$ cat src/rtl/bus_split_bank.sv
// Bank of NCHAN split registers on the local register bus. A read returns a
// hardware input and a write drives a held output, with optional coherent modes.

module bus_split_chan #(
  parameter int            DW        = 32,
  parameter logic [DW-1:0] IZ        = '0,
  parameter bit            HAS_STAGE = 1'b0,
  parameter bit            HAS_SNAP  = 1'b0
) (
  input  logic          bus_clk,
  input  logic          bus_reset,
  input  logic          ld,
  input  logic          st_ld,
  input  logic          snap_ld,
  input  logic [DW-1:0] wr_val,
  input  logic [DW-1:0] in_val,
  output logic [DW-1:0] out_val,
  output logic [DW-1:0] rd_val,
  output logic          pulse
);

  logic [DW-1:0] ld_val;

  // A staged channel takes its committed value from the stage, not from the bus.
  generate
    if (HAS_STAGE) begin : g_stage
      logic [DW-1:0] stage;
      always_ff @(posedge bus_clk) begin
        if (bus_reset)  stage <= IZ;
        else if (st_ld) stage <= wr_val;
      end
      assign ld_val = stage;
    end else begin : g_direct
      logic unused_st;
      assign unused_st = st_ld;
      assign ld_val    = wr_val;
    end

    if (HAS_SNAP) begin : g_snap
      logic [DW-1:0] snap;
      always_ff @(posedge bus_clk) begin
        if (bus_reset)    snap <= '0;
        else if (snap_ld) snap <= in_val;
      end
      assign rd_val = snap;
    end else begin : g_live
      logic unused_snap;
      assign unused_snap = snap_ld;
      assign rd_val      = in_val;
    end
  endgenerate

  always_ff @(posedge bus_clk) begin
    if (bus_reset) begin
      out_val <= IZ;
      pulse   <= 1'b0;
    end else begin
      pulse <= ld;
      if (ld) out_val <= ld_val;
    end
  end

endmodule

module bus_split_bank #(
  parameter int          DATAWIDTH = 32,
  parameter int          OFFSET    = 0,
  parameter int          NCHAN     = 2,
  parameter logic [31:0] ADDR      = 32'h0,
  parameter logic [31:0] IZ        = 32'h0,
  parameter int          ATOMIC_RD = 0,
  parameter int          ATOMIC_WR = 0,
  parameter int          REG       = 1,
  parameter int          SIZE      = 4*NCHAN,
  localparam int         BUS_IN_WIDTH  = 66,
  localparam int         BUS_OUT_WIDTH = 35
) (
  input  logic                       bus_clk,
  input  logic                       bus_reset,
  input  logic [BUS_IN_WIDTH-1:0]    bus_in,
  output logic [BUS_OUT_WIDTH-1:0]   bus_out,
  input  logic [NCHAN*DATAWIDTH-1:0] in,
  output logic [NCHAN*DATAWIDTH-1:0] out,
  output logic [NCHAN-1:0]           wr_pulse,
  output logic                       commit_pulse
);

  // bus_in = {we, re, addr[31:0], wr_data[31:0]}; bus_out = {irq, wr_ack, rd_ack, rd_data}
  logic [31:0] wr_data, addr, addr_w, rd_data;
  logic        re, we, rd_ack, wr_ack, commit;
  logic [NCHAN-1:0] hit, ld;
  logic [NCHAN-1:0][DATAWIDTH-1:0] out_val, rd_val;
  logic [DATAWIDTH-1:0] wr_val, rd_sel;

  assign wr_data = bus_in[31:0];
  assign addr    = bus_in[63:32];
  assign re      = bus_in[64];
  assign we      = bus_in[65];
  assign addr_w  = {addr[31:2], 2'b00};
  assign wr_val  = DATAWIDTH'(wr_data >> OFFSET);

  logic unused_cfg;
  assign unused_cfg = &{1'b0, addr[1:0], REG[0], SIZE[0]};

  // In atomic-write mode only the last channel's write moves any output.
  assign commit = (ATOMIC_WR != 0) && we && hit[NCHAN-1];

  genvar k;
  generate
    for (k = 0; k < NCHAN; k++) begin : g_chan
      assign hit[k] = (addr_w == ADDR + 32'(4*k));
      assign ld[k]  = (ATOMIC_WR != 0) ? commit : (we & hit[k]);

      bus_split_chan #(
        .DW        (DATAWIDTH),
        .IZ        (IZ[DATAWIDTH-1:0]),
        .HAS_STAGE ((ATOMIC_WR != 0) && (k < NCHAN-1)),
        .HAS_SNAP  ((ATOMIC_RD != 0) && (k >= 1))
      ) u_chan (
        .bus_clk   (bus_clk),
        .bus_reset (bus_reset),
        .ld        (ld[k]),
        .st_ld     (we & hit[k]),
        .snap_ld   (re & hit[0]),
        .wr_val    (wr_val),
        .in_val    (in[k*DATAWIDTH +: DATAWIDTH]),
        .out_val   (out_val[k]),
        .rd_val    (rd_val[k]),
        .pulse     (wr_pulse[k])
      );

      assign out[k*DATAWIDTH +: DATAWIDTH] = out_val[k];
    end
  endgenerate

  always_comb begin
    rd_sel = '0;
    for (int i = 0; i < NCHAN; i++)
      if (hit[i]) rd_sel = rd_sel | rd_val[i];
  end

  assign rd_ack  = re & (|hit);
  assign wr_ack  = we & (|hit);
  assign rd_data = rd_ack ? (32'(rd_sel) << OFFSET) : 32'h0;
  assign bus_out = {1'b0, wr_ack, rd_ack, rd_data};

  always_ff @(posedge bus_clk) begin
    if (bus_reset) commit_pulse <= 1'b0;
    else           commit_pulse <= commit;
  end

endmodule

$ cat config.mk
export PLATFORM = sky130hd
export DESIGN_NAME = bus_split_bank
export DESIGN_NICKNAME = d
export VERILOG_FILES = /design/src/rtl/bus_split_bank.sv
export SDC_FILE = /design/constraint.sdc
export NUM_CORES = 1
export LEC_CHECK = 0
export CAP_MARGIN = 40
export CORE_MARGIN = 1
export CORE_UTILIZATION = 35
export CTS_CLUSTER_DIAMETER = 80
export DETAILED_ROUTE_END_ITERATION = 6
export PLACE_DENSITY_LB_ADDON = 0.08
export SYNTH_ARGS = -nofsm -noshare
export SYNTH_HDL_FRONTEND = slang
export SYNTH_SLANG_ARGS = --single-unit
$ cat constraint.sdc
create_clock -name bus_clk -period 2.6 [get_ports bus_clk]
set_input_delay 0.65 -clock bus_clk [delete_from_list [all_inputs] [get_ports bus_clk]]
set_output_delay 0.65 -clock bus_clk [all_outputs]
set_load 0.02 [all_outputs]
# Yosys cells after proc, flatten, opt, wreduce, memory -nomap -nowiden
# Index checks and enable logic that the tools add are counted.
[word_totals] output_inout_bits=102 word_cells=15 input_bits=132 reg_bits=66
[op_classes] muxes=3 reduce_logical=2 n_bitwise=5 eq_ne=1
[op_table] op="32-bit 2-to-1 mux" n=3
[op_table] op="32-bit logical NOT" n=1
[op_table] op="32-bit OR" n=1
[op_table] op="30-bit by 1-bit == test with 1-bit output, second input constant" n=1
[op_table] op="1-bit AND" n=4
[op_table] op="2-bit OR reduction" n=1

# Depth between registers and ports, before layout
[logic_depth] ltp_word=5 depth_mapped=7

# Hierarchy
# From an unflattened synthesis, not the netlist that was laid out.
[hier_totals] cells_unflattened=374 area_unflattened_um2=3784.9
[modules_own_cells] mod="bus_split_chan" cells_per_inst=138 area_each_um2=1442.6 instances=2 seq_area_each_um2=660.6
[modules_own_cells] mod="bus_split_bank" cells_per_inst=98 area_each_um2=899.6 instances=1 seq_area_each_um2=0.0

# Least setup slack after synthesis
# No wires, ideal clock.
[synth_timing] path_type="input port to output port" start="input port bus_in[38]" end="output port bus_out[10]" slack_ns=0.081 required_ns=1.950 arrival_time_ns=1.869 stages=5 path_buffers=1 path_cell_list="nor4_2 and4_1 nand3_2 buf_2 nor2_1"
[synth_via] elab_chain_cells=5
[synth_rtl] element="from (decl)" line="80" source="input logic [BUS_IN_WIDTH-1:0] bus_in,"
[synth_rtl] element="32-bit logical NOT" line="111" source="assign hit[k] = (addr_w == ADDR + 32'(4*k));"
[synth_rtl] element="32-bit 2-to-1 mux" line="139" source="if (hit[i]) rd_sel = rd_sel | rd_val[i];"
[synth_rtl] element="32-bit OR" line="139"
[synth_rtl] element="32-bit 2-to-1 mux" line="139"
[synth_rtl] element="32-bit 2-to-1 mux (*)" line="144" source="assign rd_data = rd_ack ? (32'(rd_sel) << OFFSET) : 32'h0;"
[synth_rtl] element="to (decl)" line="81" source="output logic [BUS_OUT_WIDTH-1:0] bus_out,"
# Mark *: on every way between the ends. The rest lies on a longest branch, timed or not.

# Worst setup path in the final report
[layout_timing] start="input port bus_in[36]" end="output port bus_out[20]"
# Same word-level chain as after synthesis.

==> results by group <==
CTS
  • CTS H-tree lvls: 3
  • CTS buffer count: 9
  • CTS tree: done
  • Root buf cell: clkbuf_8
  • Clock slew at reported path FFs: 60 ps
  • Clock sink total: 66
  • Clk Latency, worst-skew pair: about 350 ps
  • CTS Hold Buffers Added: 0
  • Clock tree buffer depth: 2

Placement
  • Place WS: -893.1 ps
  • Area of placed instances: 5598 µm²
  • Placed Cells: 706
  • Port Buf Inserts: between 200 and 250
  • Detailed Place HPWL: 8660 µm
  • GP Congestion: between 0.8 and 0.9

Final layout
  • ANT cells: 0
  • Synth-to-Final Area Change: 91.23%
  • Multi-input logic area: about 1800 µm²
  • Fill count: 706
  • Share of cells above drive strength 1: 23.09%
  • Register area: 1321 µm²
  • Finished Layout Cells: 736
  • Design Area, Final: between 6000 and 7000 µm²
  • NumNets Final: 755

Floorplanning
  • Die area: about 9600 µm²
  • Starting density of the core: between 30 and 40%
  • I/O Pins: 234
  • Core area: 8806 µm²
  • Row cnt: 34
  • Die H: around 98 µm
  • Die extent in x: 97.78 µm

Logic synthesis
  • Synth Area per Inst: 8.169 µm²
  • Count of different cell masters after synthesis: 22
  • Cell taking the most area after synthesis: dfxtp_1
  • Number of warning messages in the yosys log: 0
  • Post-synth EDFFs: 0
  • Commonest cells post-synth: dfxtp_1 (66), nand3_1 (65), a21oi_1 (64), o21ai_0 (64), nor2_1 (33)
  • Primary FF master, synth: dfxtp_1
  • Part of the Yosys area used for sequential elements: 41.15%
  • Yosys reg bits: 66
  • Synthesized area: 3211 µm²
  • Synth async-reset ratio: 0%
  • Syn Inst Count: around 400
  • Most common cell in the synthesized netlist: dfxtp_1
  • Synth top area cells: dfxtp_1 (41%), nand3_1 (10%), a21oi_1 (10%), mux2i_1 (10%), o21ai_0 (10%)
  • Synth top area share: 41.15%

Detailed routing
  • Via Count: 3843
  • Final WL: between 10000 and 15000 µm
  • Post-DR wirelength/cell: 16.69 µm
  • Drt first-iter violations: about 190
  • Pre-Repair DR Iteration Count: 7
  • DR DRC count: 18
  • Vias/cell: 5.221
  • Post-DRT Antenna Nets: 0

Timing
  • Max transition margin: 58.65%
  • RSZ-0062 raised after global routing: true
  • Fin. max-slew vios: 0
  • Final setup vio count: 17
  • Worst Skew: 0 ps
  • Fin worst setup slack: -44.87 ps
  • Fmax: 0.3781 GHz
  • Fin crit period: 2645 ps
  • WHS: roughly 470 ps
  • Slew @ Worst Pin: 620.3 ps
  • Final Hold Viols: 0
  • Final worst path period share: 101.7%

Global routing
  • Vias in the first global route: 3741
  • First-pass GRT wire length: 19400 µm
  • Grt total ovfl: 0
  • Global Route Usage Sum: 25.95%
  • Initial antenna violation count: 0
  • Largest net degree at the start of global routing: 65

Outcome
  • Status: complete, but fails checks
  • Failing checks: DRC, setup timing

Power and ir drop
  • Total power: 2279 µW
  • Peak supply drop: 278.7 µV
  • PwrDens: 371.1 nW/µm²
  • Leakage Power: 0.002263 µW

Worst setup path
  • CP Class: in2out
  • CP startpoint kind: primary input
  • Critical path endpoint category: primary output
  • Max FO, Critical Path: 8
  • Crit path DAT: ~2000 ps
  • Worst path required time: 1950 ps

Worst hold path
  • Worst min-delay path class: reg2reg

Flow run
  • Max cap viols: 0
==> cell usage in the layout, fill, tap and decap left out, types with 3 or more instances in the layout <==
cell,instances
a21oi_1,64
buf_12,7
buf_2,13
buf_4,36
buf_6,31
clkbuf_8,9
clkdlybuf4s15_1,5
clkdlybuf4s50_1,164
dfxtp_1,66
dlygate4sd2_1,4
mux2i_1,32
nand3_1,65
nand4_1,3
nor2_1,7
nor2_2,7
nor2_4,19
nor4_4,6
o21ai_0,64
==> per-layer routing <==
metal	vias to the layer above	track usage (%)	share of wire [%]
met5	-	0	0
met4	0	7.459	2.4
met3	21	8.089	7.6
met2	169	44.68	51
met1	1791	31.11	39
li1	1862	-	-
==> worst paths after layout <==
check	endpoint	startpoint	slack, ps	depth (start not counted)
setup / recovery	bus_out[20]	bus_in[36]	-40	8
hold / removal	g_chan[0].u_chan.out_val[20]	g_chan[0].u_chan.out_val[20]	470	2
setup reg to reg	g_chan[1].u_chan.out_val[27]	g_chan[1].u_chan.out_val[27]	1940	2
hold reg to reg	g_chan[0].u_chan.out_val[20]	g_chan[0].u_chan.out_val[20]	470	2
==> cell type report <==
cell class	count	share of cell area [%]
multi-input cells	279	29.83
flip-flops and latches	66	21.52
clock buffers	10	2.079
repair buffers	265	42.80
clock inverters	6	1.447
well taps	108	2.201
inverters	2	0.1223
==> sequential cells by signal (all words and copies together) (netlist names) <==
| register | cells |
|---|---|
| g_chan.u_chan.pulse | 2 |
| g_chan.u_chan.out_val | 64 |
==> logic make-up (layout without fill, tap and decap cells) <==
logic type	Yosys count	in the layout	share of synthesized area (%)
DFF	66	66	41.15
and+or+nand+nor	117	117	19.99
muxes	32	32	9.977
buffers and inverters	49	283	8.807
other	1	2	0.1168
AOI/OAI and AO/OA	128	128	19.95
==> critical path, stage by stage <==
cell	delay [ps]
buf_6	100
nor4_4	290
and4_4	310
nand3_4	120
buf_12	160
buf_12	150
nor2_4	90
buf_6	120
==> what timing repair did <==
| action | 4_1_cts | 5_1_grt |
|---|---|---|
| setup buffers | 12 | 1 |
| pin swaps | 21 | 9 |
| endpoints found under the setup margin | 34 | 34 |
| resized for setup | 316 | 33 |
| gates cloned | 2 | 0 |
==> per-stage QoR <==
stage / utilization (%) / TNS, ps
3_3_place_gp: 63.57 / -36550
6_report: 69.72 / -522.0
5_1_grt: 69.72 / -1761
3_5_place_dp: 63.57 / -41320
4_1_cts: 68.73 / -571.2
2_1_floorplan: - / 0
==> report_power, final <==
| part | internal [µW] | switching [µW] |
|---|---|---|
| Combinational | 202 | 116 |
| Sequential | 1010 | 0.000000364 |
| Clock | 541 | 410 |
Note: power is estimated with default switching activity, not from simulation.
